`config.mk`:
```
export PLATFORM = sky130hd
export DESIGN_NAME = shift_right_unit
export DESIGN_NICKNAME = d
export VERILOG_FILES = /design/src/rtl/shift_right_unit.sv
export SDC_FILE = /design/constraint.sdc
export NUM_CORES = 1
export LEC_CHECK = 0
export BUFFER_PORTS_ARGS = -buffer_cell sky130_fd_sc_hd__buf_2
export CAP_MARGIN = 20
export CORE_MARGIN = 2
export CORE_UTILIZATION = 38
export DETAILED_ROUTE_END_ITERATION = 6
export GPL_TIMING_DRIVEN = 0
export PLACE_DENSITY_LB_ADDON = 0.12
export SYNTH_ARGS = -nofsm -noshare
export SYNTH_HDL_FRONTEND = slang
export SYNTH_SLANG_ARGS = --single-unit
```
`constraint.sdc`:
```
create_clock -name CLK -period 1.7 [get_ports CLK]
set_input_delay 0.17 -clock CLK [delete_from_list [all_inputs] [get_ports CLK]]
set_output_delay 0.17 -clock CLK [all_outputs]
set_load 0.02 [all_outputs]
```
`src/rtl/shift_right_unit.sv`:
```
// ---------------------------------------------------------------------------
// shift_right_unit
//
// Multi-cycle right shifter for the ALU shift/rotate instructions (srl, sra,
// ror). One bit is shifted per clock. The control unit holds the PC while
// BUSY is high, and the ALU output mux samples RESULT/ZERO on DONE.
//
// Ports
//   CLK      in   system clock, rising edge
//   RESET    in   asynchronous reset, active low
//   START    in   request; accepted in IDLE or FINISH on a rising edge
//   MODE     in   00 logical, 01 arithmetic, 10 rotate, 11 treated as 00
//   DATA_IN  in   operand, captured when START is accepted
//   SHAMT    in   shift amount, captured when START is accepted
//   RESULT   out  registered final result
//   ZERO     out  registered, high when RESULT is zero
//   BUSY     out  high while an operation is shifting
//   DONE     out  one-cycle pulse; RESULT/ZERO valid from this cycle
// ---------------------------------------------------------------------------
module shift_right_unit #(
  parameter int WIDTH = 8,
  parameter int CNT_W = 4
) (
  input  logic             CLK,
  input  logic             RESET,
  input  logic             START,
  input  logic [1:0]       MODE,
  input  logic [WIDTH-1:0] DATA_IN,
  input  logic [7:0]       SHAMT,
  output logic [WIDTH-1:0] RESULT,
  output logic             ZERO,
  output logic             BUSY,
  output logic             DONE
);

  localparam logic [1:0] IDLE   = 2'd0;
  localparam logic [1:0] SHIFT  = 2'd1;
  localparam logic [1:0] FINISH = 2'd2;

  localparam logic [1:0] MODE_ARITH  = 2'b01;
  localparam logic [1:0] MODE_ROTATE = 2'b10;

  logic [1:0]       state;
  logic [WIDTH-1:0] sreg;
  logic [CNT_W-1:0] cnt;
  logic [1:0]       mode_q;
  logic             accept;

  // Number of single-bit steps for an operation. Rotates wrap modulo the
  // width; the other modes saturate at the width, so an oversized immediate
  // fully drains (or sign-fills) the operand rather than wrapping around.
  function automatic logic [CNT_W-1:0] eff_count(input logic [1:0] mode,
                                                 input logic [7:0] shamt);
    logic [CNT_W-1:0] n;
    if (mode == MODE_ROTATE) begin
      n = CNT_W'(shamt % 8'(WIDTH));
    end else if (shamt > 8'(WIDTH)) begin
      n = CNT_W'(WIDTH);
    end else begin
      n = CNT_W'(shamt);
    end
    return n;
  endfunction

  // One-bit right step; only the bit entering at the MSB depends on the mode.
  function automatic logic [WIDTH-1:0] shift_step(input logic [1:0]       mode,
                                                  input logic [WIDTH-1:0] val);
    logic [WIDTH-1:0] r;
    case (mode)
      MODE_ARITH:  r = {val[WIDTH-1], val[WIDTH-1:1]};
      MODE_ROTATE: r = {val[0],       val[WIDTH-1:1]};
      default:     r = {1'b0,         val[WIDTH-1:1]};
    endcase
    return r;
  endfunction

  // A new request is taken from IDLE, or straight out of FINISH so that
  // back-to-back operations lose no cycle. START during SHIFT is ignored.
  assign accept = START && ((state == IDLE) || (state == FINISH));

  always_ff @(posedge CLK or negedge RESET) begin
    if (!RESET) begin
      state  <= IDLE;
      sreg   <= '0;
      cnt    <= '0;
      mode_q <= 2'b00;
      RESULT <= '0;
      ZERO   <= 1'b1;
    end else if (accept) begin
      sreg   <= DATA_IN;
      cnt    <= eff_count(MODE, SHAMT);
      mode_q <= MODE;
      state  <= SHIFT;
    end else begin
      case (state)
        SHIFT: begin
          if (cnt != '0) begin
            sreg <= shift_step(mode_q, sreg);
            cnt  <= cnt - 1'b1;
          end else begin
            // Only the finished value is ever published to RESULT/ZERO.
            RESULT <= sreg;
            ZERO   <= (sreg == '0);
            state  <= FINISH;
          end
        end
        FINISH:  state <= IDLE;
        default: state <= IDLE;
      endcase
    end
  end

  // Decoded from the state register, so BUSY and DONE can never overlap.
  assign BUSY = (state == SHIFT);
  assign DONE = (state == FINISH);

endmodule

```
==> run_results.csv, run 1 <==
group,metric,value,unit
global_routing,grt_overflow,0,
sta,hold_viol,0,
final_layout,regArea,627,sq um
floorplanning,ios,32,
routing,wl,2.77,mm
final_layout,nFillCells,315,
final_layout,final_util,0.480,
logic_synthesis,async_reset_ff_frac,1.00,
sta,hold_ws,0.0388,ns
routing,post_drt_wl_per_cell,14.7,um
floorplanning,die_y,59.7,um
final_layout,multi_input_area,519,sq um
logic_synthesis,synth-main-ff-cell,"dfrtp_1",
worst_setup_path,cp_top_family,"simple AND/OR/NAND/NOR gates",
floorplanning,core_area,0.00300,sq mm
logic_synthesis,synth_top_area_share,0.509,
clocking,cts_buffer_depth,2,
logic_synthesis,synth_seq_area_share,0.531,
routing,drc,0,
final_layout,final_area,0.00144,sq mm
worst_setup_path,timing.rr.end,"cnt[2]",
worst_setup_path,setup.worst_path.end,"cnt[2]",
clocking,clk_pin_slew,0.14,ns
worst_setup_path,worstSetupPathType,"flop to flop",
worst_setup_path,path_common_cell,"nand2_4",
sta,post-route-min-period,1.62,ns
global_routing,grt_first_pass_wirelength,4.47,mm
placed_design,dp_hpwl,1.96,mm
clocking,root_buffer,"clkbuf_4",
logic_synthesis,avgSynthCellArea,10.0,sq um
sta,finClkSkew,0.00666,ns
logic_synthesis,synth_cells,118,
clocking,clkLatencyLatePin,0.32,ns
worst_setup_path,cp_num_cells,6,
clocking,cts_sinks,25,
routing,postRouteAntennaNets,0,
final_layout,drive_gt1_frac,0.327,
logic_synthesis,synthTopCellsByArea,"dfrtp_1 51%, nand2_1 6.4%, mux2_2 3.8%",
sta,slew_headroom,0.611,
worst_setup_path,path_cells,"inv_1, ha_4, or3b_4, nand2_4, nand2_4, o21a_1",
routing,first_pass_iters,4,
pwr,power_density,1890,mW/mm^2
global_routing,grt_pass1_vias,963,
final_layout,area_delta_synth_final,22.1,%
clocking,cts-htree-levels,1,
worst_setup_path,regToRegSetupSlack,0.08,ns
global_routing,grt_max_degree,26,
final_layout,final_common_cell,"buf_2",
sta,drv_slew,0,
logic_synthesis,ys_warn_count,0,
floorplanning,die_w,59.7,um
clocking,tritoncts,"yes",
sta,period_share,0.950,
worst_setup_path,path_max_fanout,6,
pwr,p_leak,0.696,nW
placed_design,io_buffers,31,
routing,via_count,975,
floorplanning,num_rows,20,
floorplanning,fp.dieArea,0.00357,sq mm
final_layout,layout_common_cells,"32 x buf_2, 24 x dfrtp_1, 20 x nand2_1",
final_layout,antenna_cells,0,
global_routing,grt_use_total,0.170,
worst_setup_path,worstReg2RegStart,"cnt[0]",
sta,final.setup.tns,0,ns
sta,setup_viol,0,
worst_setup_path,crit_path_max_incr_delay,0.43,ns
logic_synthesis,synth_nets,141,
routing,viasPerCell,5.16,
worst_hold_path,hold_path_depth,3,
worst_setup_path,path_buf_inv,1,
worst_setup_path,crit_path_end_kind,"flop",
final_layout,nets,180,
floorplanning,start_util,0.393,
worst_setup_path,start_kind,"flop",
worst_setup_path,required,1.93,ns
sta,rsz0062_at_grt,"false",
placed_design,place_area,0.00138,sq mm
worst_setup_path,ff2ff_path_depth,6,
logic_synthesis,synthDistinctLibCells,34,
pwr,p_total,2.72,mW
status,status,"finished clean",
flow_run,maxCapViolCount,0,
sta,max_freq,0.619,GHz
logic_synthesis,synth_edf_count,0,
worst_setup_path,worst_ep_arrival_time,1.84,ns
worst_setup_path,crit_start,"cnt[0]",
clocking,numCtsBuffers,3,
placed_design,gp_congestion,0.694,
logic_synthesis,synth_top_cell_by_area,"dfrtp_1",
pwr,peakVddDrop,707,uV
logic_synthesis,netlist_area,0.00118,sq mm
sta,worstMarginPinSlew,0.583,ns
worst_setup_path,slowest_stage,"dfrtp_1",
logic_synthesis,synth_seq_cells,25,
global_routing,antenna_found_initial,0,
routing,drt_iter0_drc,46,
worst_hold_path,min_path_type,"primary input to flop",
## cell type report
class                   count  area share
multi-input cells          81       0.361
plain buffers               3     0.00869
inverters                   9      0.0235
flip-flops and latches     25       0.435
clock buffers               4      0.0182
well taps                  33      0.0287
repair buffers             34       0.125
## stage by stage
step | setup slack (ns) | std cells
final | 0.0849 | 189
after detailed placement | 0.0380 | 182
after global routing | 0.00242 | 189
after global placement | 0.0658 | 182
after floorplan | 0.164 | 118
after CTS | 0.0168 | 187
## flip-flops by register name (all words and copies together) (netlist names)
name	count
ZERO	1
sreg	8
cnt	4
state	2
mode_q	2
RESULT	8
## logic make-up after synthesis
| kind of cell | Yosys count | synth area share |
|---|---|---|
| adder cells (fa/ha/maj) | 2 | 0.0212 |
| AND/OR/NAND/NOR | 44 | 0.193 |
| flip-flops | 25 | 0.531 |
| XOR/XNOR | 2 | 0.0148 |
| multiplexers | 5 | 0.0467 |
| buffers and inverters | 12 | 0.0392 |
| AO/OA/AOI/OAI | 28 | 0.154 |
## worst register-to-register path, stage by stage (launching register included)
cell	delay [ns]
dfrtp_1	0.43
inv_1	0.13
ha_4	0.18
or3b_4	0.40
nand2_4	0.12
nand2_4	0.08
o21a_1	0.18
## routing by layer
layer,part of all wire,global-route usage,vias to the layer above
met2,0.47,0.273,23
met4,0.012,0.0667,0
li1,-,-,479
met1,0.48,0.233,469
met3,0.036,0.0216,4
met5,0,0,-
## synthesized netlist by cell type (all sizes together) (2+ instances only)
library cell / n
a21oi: 4
dfrtp: 24
a31oi: 3
mux2: 4
nor2b: 4
nand2: 22
ha: 2
clkbuf: 2
inv: 9
nor3: 2
nand3: 2
o22ai: 3
o21ai: 11
nor2: 7
nor4: 3
a22oi: 4
## power by group
group | internal [mW] | switching (mW)
Clock | 0.0918 | 0.180
Sequential | 0.876 | 0.217
Combinational | 0.564 | 0.790
## worst min path at each step
stage	startpoint	endpoint	slack [ns]
after floorplan	RESET	RESULT[0]	-0.13
after global placement	RESET	cnt[0]	0.20
after detailed placement	RESET	cnt[0]	0.20
after CTS	MODE[1]	mode_q[1]	0.03
after global routing	MODE[1]	mode_q[1]	0.04
final	MODE[1]	mode_q[1]	0.04
## what timing repair did
action	in CTS	in global routing
hold buffers	1	0
setup endpoints to repair	0	7
hold endpoints to repair	24	0
gates resized for setup	0	2
setup buffers	0	2
(Power assumes the default switching activity.)
==> run 2: changes to the inputs <==
RECOVER_POWER = 50   (was default)
clock period = 1.75 ns   (was 1.7 ns; I/O delays follow)
==> run 2 against run 1 <==
Clock power down 3%. Via count stayed put. Clock-buffer cell count unchanged. Worst hold slack gained 0.0050 ns. Highest routed layer unchanged. Wire length is essentially flat. Non-clock buffer count stayed put. First-iteration DRC count did not move. Critical endpoint unchanged. Worst setup slack better by 0.050 ns. Clock skew hardly changed. Critical path depth stayed put.
==> run_results.csv, run 2 (same netlist as run 1, synthesis figures left out) <==
group,metric,value,unit
status,status,"finished clean",
final_layout,reg_top3,"RESULT (8), sreg (8), cnt (4)",
routing,post_drt_wl_per_cell,14.6,um
worst_setup_path,required,1.98,ns
final_layout,nets,180,
final_layout,layout_common_cells,"26 x buf_2, 24 x dfrtp_1, 20 x nand2_1",
worst_setup_path,slowest_stage,"dfrtp_1",
sta,max_freq,0.619,GHz
pwr,p_total,2.63,mW
worst_setup_path,worst_ep_arrival_time,1.84,ns
sta,period_share,0.923,
pwr,power.internal,1.47,mW
sta,drv_slew,0,
final_layout,nFillCells,316,
final_layout,multi_input_area,519,sq um
placed_design,place_inst,182,
pwr,peakVddDrop,675,uV
sta,fin_ws,0.135,ns
floorplanning,ios,32,
flow_run,maxCapViolCount,0,
placed_design,dp_hpwl,1.96,mm
pwr,power_frac_clock,0.100,
worst_setup_path,crit_path_end_kind,"flop",
floorplanning,die_y,59.7,um
clocking,cts_sinks,25,
worst_setup_path,start_kind,"flop",
final_layout,regArea,627,sq um
worst_hold_path,min_path_type,"primary input to flop",
routing,viasPerCell,5.16,
floorplanning,fp.dieArea,0.00357,sq mm
worst_setup_path,crit_path_max_incr_delay,0.43,ns
floorplanning,core_area,0.00300,sq mm
placed_design,post-place-ws,0.0880,ns
clocking,tritoncts,"yes",
final_layout,area_delta_synth_final,21.5,%
worst_setup_path,worstSetupPathType,"flop to flop",
global_routing,antenna_found_initial,0,
sta,worstMarginPinSlew,0.650,ns
sta,hold_viol,0,
clocking,clk_pin_slew,0.14,ns
worst_setup_path,path_cells,"inv_1, ha_4, or3b_4, nand2_4, nand2_4, o21a_1",
sta,final.setup.tns,0,ns
final_layout,antenna_cells,0,
routing,drc,0,
global_routing,grt_pass1_vias,963,
worst_setup_path,path_max_fanout,6,
routing,postRouteAntennaNets,0,
final_layout,final_common_cell,"buf_2",
pwr,pwr-share-comb,0.495,
placed_design,io_buffers,31,
global_routing,grt_first_pass_wirelength,4.47,mm
clocking,numCtsBuffers,3,
pwr,power_density,1830,mW/mm^2
pwr,swShare,0.439,
global_routing,grt_use_total,0.170,
placed_design,gp_congestion,0.694,
clocking,cts_buffer_depth,2,
routing,via_count,975,
sta,finClkSkew,0.00673,ns
pwr,seq_power_share,0.405,
routing,wl,2.77,mm
routing,first_pass_iters,4,
global_routing,grt_max_degree,26,
sta,rsz0062_at_grt,"false",
worst_setup_path,path_common_cell,"nand2_4",
floorplanning,die_w,59.7,um
sta,setup_viol,0,
clocking,root_buffer,"clkbuf_4",
final_layout,drive_gt1_frac,0.295,
clocking,cts-htree-levels,1,
final_layout,instances_no_fill,189,
sta,slew_headroom,0.567,
sta,post-route-min-period,1.62,ns
worst_setup_path,cp_top_family,"simple AND/OR/NAND/NOR gates",
global_routing,grt_overflow,0,
pwr,p_sw,1.15,mW
worst_setup_path,path_buf_inv,1,
floorplanning,start_util,0.393,
routing,drt_iter0_drc,46,
floorplanning,num_rows,20,
pwr,p_leak,0.679,nW
clocking,clkLatencyLatePin,0.32,ns
==> run 2: changes by cell type in the layout (fill, tap and decap cells not counted) <==
cell and delta:
clkbuf_2 +1, buf_2 -6, clkbuf_1 +5
==> run 2: power groups by stage <==
| stage | clock network [mW] | logic, mW | registers (mW) |
|---|---|---|---|
| final | 0.264 | 1.30 | 1.06 |
| after global routing | 0.294 | 1.45 | 1.10 |
| after CTS | 0.271 | 1.24 | 1.06 |
| after detailed placement | 0 | 1.24 | 1.08 |
| after global placement | 0 | 1.21 | 1.06 |
| after floorplan | 0 | 0.823 | 1.13 |
==> run 2: worst reg2reg max path: stages (launching register included) <==
cell     delay, ns
dfrtp_1       0.43
inv_1         0.13
ha_4          0.18
or3b_4        0.40
nand2_4       0.12
nand2_4       0.08
o21a_1        0.18
==> run 2: final timing paths <==
kind | cells past startpoint | to | from | slack [ns]
setup / recovery | 6 | cnt[2] | cnt[0] | 0.13
hold / removal | 3 | mode_q[1] | MODE[1] | 0.04
setup reg to reg | 6 | cnt[2] | cnt[0] | 0.13
hold reg to reg | 2 | RESULT[3] | RESULT[3] | 0.50
max in group asynchronous | 2 | RESULT[2] | RESET | 0.94
min in group asynchronous | 2 | cnt[0] | RESET | 0.39
==> run 2: area by class of cell <==
cell class | count | share of cell area
repair buffers | 34 | 0.121
multi-input cells | 81 | 0.362
inverters | 9 | 0.0236
plain buffers | 3 | 0.00873
clock buffers | 4 | 0.0183
well taps | 33 | 0.0288
flip-flops and latches | 25 | 0.437
==> run 2: per-stage QoR <==
step / utilization / instance area [sq um] / hold WS, ns
2_1_floorplan: - / 1180 / -0.121
4_1_cts: 0.470 / 1410 / 0.0353
3_3_place_gp: 0.458 / 1380 / 0.204
3_5_place_dp: 0.458 / 1380 / 0.206
5_1_grt: 0.478 / 1430 / 0.0463
6_report: 0.478 / 1430 / 0.0438
==> run 2: what timing repair did <==
action / 4_1_cts / 5_1_grt
hold endpoints to repair: 24 / 0
setup buffers: 0 / 2
endpoints found under the setup margin: 0 / 2
resized for setup: 0 / 2
hold buffers: 1 / 0
==> run 2: layer usage <==
layer  GRT usage  wire length [um]  share of wire  vias to the layer above
met5           0                 0              0                        -
met4      0.0667                32          0.012                        0
met2       0.273              1310           0.47                       23
li1            -                 -              -                      479
met1       0.233              1320           0.48                      469
met3      0.0216                97          0.035                        4
==> run 3: changes to the inputs <==
MAX_ROUTING_LAYER = met4   (was default)
==> run 3 against run 2 <==
Critical path type unchanged. Combinational power hardly changed. Wire length is 0.18% lower. Worst setup slack worse by 0.0092 ns. Non-clock buffer count stayed put. Global-route usage is 0.55 points higher.
==> run_results.csv, run 3 (same netlist as run 1, synthesis figures left out) <==
group,metric,value,unit
status,status,"finished clean",
placed_design,place_area,0.00138,sq mm
sta,hold_viol,0,
routing,first_pass_iters,4,
routing,via_count,990,
worst_setup_path,ff2ff_path_depth,6,
routing,viasPerCell,5.24,
worst_setup_path,worstSetupPathType,"flop to flop",
global_routing,antenna_found_initial,0,
flow_run,maxCapViolCount,0,
final_layout,drive_gt1_frac,0.295,
sta,rsz0062_at_grt,"false",
global_routing,grt_use_total,0.176,
pwr,peakVddDrop,675,uV
worst_setup_path,path_max_fanout,6,
final_layout,layout_common_cells,"26 x buf_2, 24 x dfrtp_1, 20 x nand2_1",
sta,slew_headroom,0.578,
pwr,power_density,1830,mW/mm^2
worst_hold_path,min_from,"MODE[1]",
placed_design,dp_hpwl,1.96,mm
clocking,clk_pin_slew,0.14,ns
routing,drc,0,
sta,worstMarginPinSlew,0.634,ns
worst_hold_path,hold_path_depth,3,
final_layout,final_area,0.00143,sq mm
clocking,tritoncts,"yes",
floorplanning,ios,32,
clocking,cts_buffer_depth,2,
worst_setup_path,worst_ep_arrival_time,1.85,ns
floorplanning,num_rows,20,
worst_setup_path,worstReg2RegStart,"cnt[0]",
final_layout,antenna_cells,0,
worst_hold_path,whs_endpoint,"mode_q[1]",
placed_design,io_buffers,31,
floorplanning,start_util,0.393,
clocking,numCtsBuffers,3,
clocking,cts-htree-levels,1,
routing,wl,2.76,mm
placed_design,place_inst,182,
global_routing,grt_overflow,0,
final_layout,final_common_cell,"buf_2",
worst_setup_path,crit_start,"cnt[0]",
sta,finClkSkew,0.00607,ns
floorplanning,core_area,0.00300,sq mm
final_layout,reg_top3,"RESULT (8), sreg (8), cnt (4)",
clocking,cts_sinks,25,
worst_setup_path,timing.rr.end,"cnt[2]",
floorplanning,die_w,59.7,um
worst_hold_path,min_path_type,"primary input to flop",
global_routing,grt_max_degree,26,
worst_setup_path,required,1.98,ns
routing,postRouteAntennaNets,0,
global_routing,grt_pass1_vias,965,
placed_design,gp_congestion,0.701,
routing,post_drt_wl_per_cell,14.6,um
clocking,clkLatencyLatePin,0.32,ns
pwr,p_leak,0.679,nW
sta,post-route-min-period,1.62,ns
worst_setup_path,start_kind,"flop",
global_routing,grt_first_pass_wirelength,4.47,mm
final_layout,area_delta_synth_final,21.5,%
final_layout,instances_no_fill,189,
clocking,root_buffer,"clkbuf_4",
sta,drv_slew,0,
sta,setup_viol,0,
final_layout,nets,180,
worst_setup_path,regToRegSetupSlack,0.13,ns
routing,drt_iter0_drc,44,
sta,period_share,0.928,
worst_setup_path,crit_path_end_kind,"flop",
sta,max_freq,0.616,GHz
sta,final.setup.tns,0,ns
floorplanning,die_y,59.7,um
floorplanning,fp.dieArea,0.00357,sq mm
==> run 3: worst max-delay path, stage by stage (launching register included) <==
cell     delay, ns
dfrtp_1       0.44
inv_1         0.13
ha_4          0.18
or3b_4        0.40
nand2_4       0.12
nand2_4       0.08
o21a_1        0.18
==> run 3: routing by layer <==
metal	share of wire	global-route usage	up-vias
met5	0	-	-
met4	0.011	0.0667	0
met3	0.041	0.0195	4
met2	0.49	0.275	25
met1	0.45	0.235	480
li1	-	-	481
==> run 3: how the worst max path moves through the flow <==
stage | end | slack (ns) | cells after the start
after floorplan | cnt[2] | 0.21 | 6
after global placement | cnt[2] | 0.12 | 6
after detailed placement | cnt[2] | 0.09 | 6
after CTS | cnt[2] | 0.07 | 6
after global routing | cnt[3] | 0.05 | 6
final | cnt[2] | 0.13 | 6
==> run 3: cell type report <==
cell class | count | area (sq um)
buffer | 3 | 12.5
clock buffer | 4 | 26.3
fill | 316 | 1570
inverter | 9 | 33.8
multi-input combinational | 81 | 519
sequential | 25 | 627
tap | 33 | 41.3
timing repair buffer | 34 | 174
==> run 3: where the power goes <==
group	internal, mW	switching (mW)	total, mW
combinational	0.533	0.763	1.30
sequential	0.851	0.213	1.06
clock	0.0892	0.176	0.265
total	1.47	1.15	2.62
==> run 3: what timing repair did <==
item                                   CTS  global route
endpoints found under the hold margin   24             0
resized for setup                        0             2
setup buffers                            0             2
hold buffers                             1             0
setup endpoints to repair                0             2
==> run 3: metrics by stage <==
step | hold WS [ns] | setup WS [ns] | utilization | total power, mW
6_report | 0.0433 | 0.126 | 0.478 | 2.62
5_1_grt | 0.0463 | 0.0524 | 0.478 | 2.85
4_1_cts | 0.0353 | 0.0668 | 0.470 | 2.58
3_5_place_dp | 0.206 | 0.0880 | 0.458 | 2.31
3_3_place_gp | 0.204 | 0.116 | 0.458 | 2.27
2_1_floorplan | -0.121 | 0.214 | - | 1.95
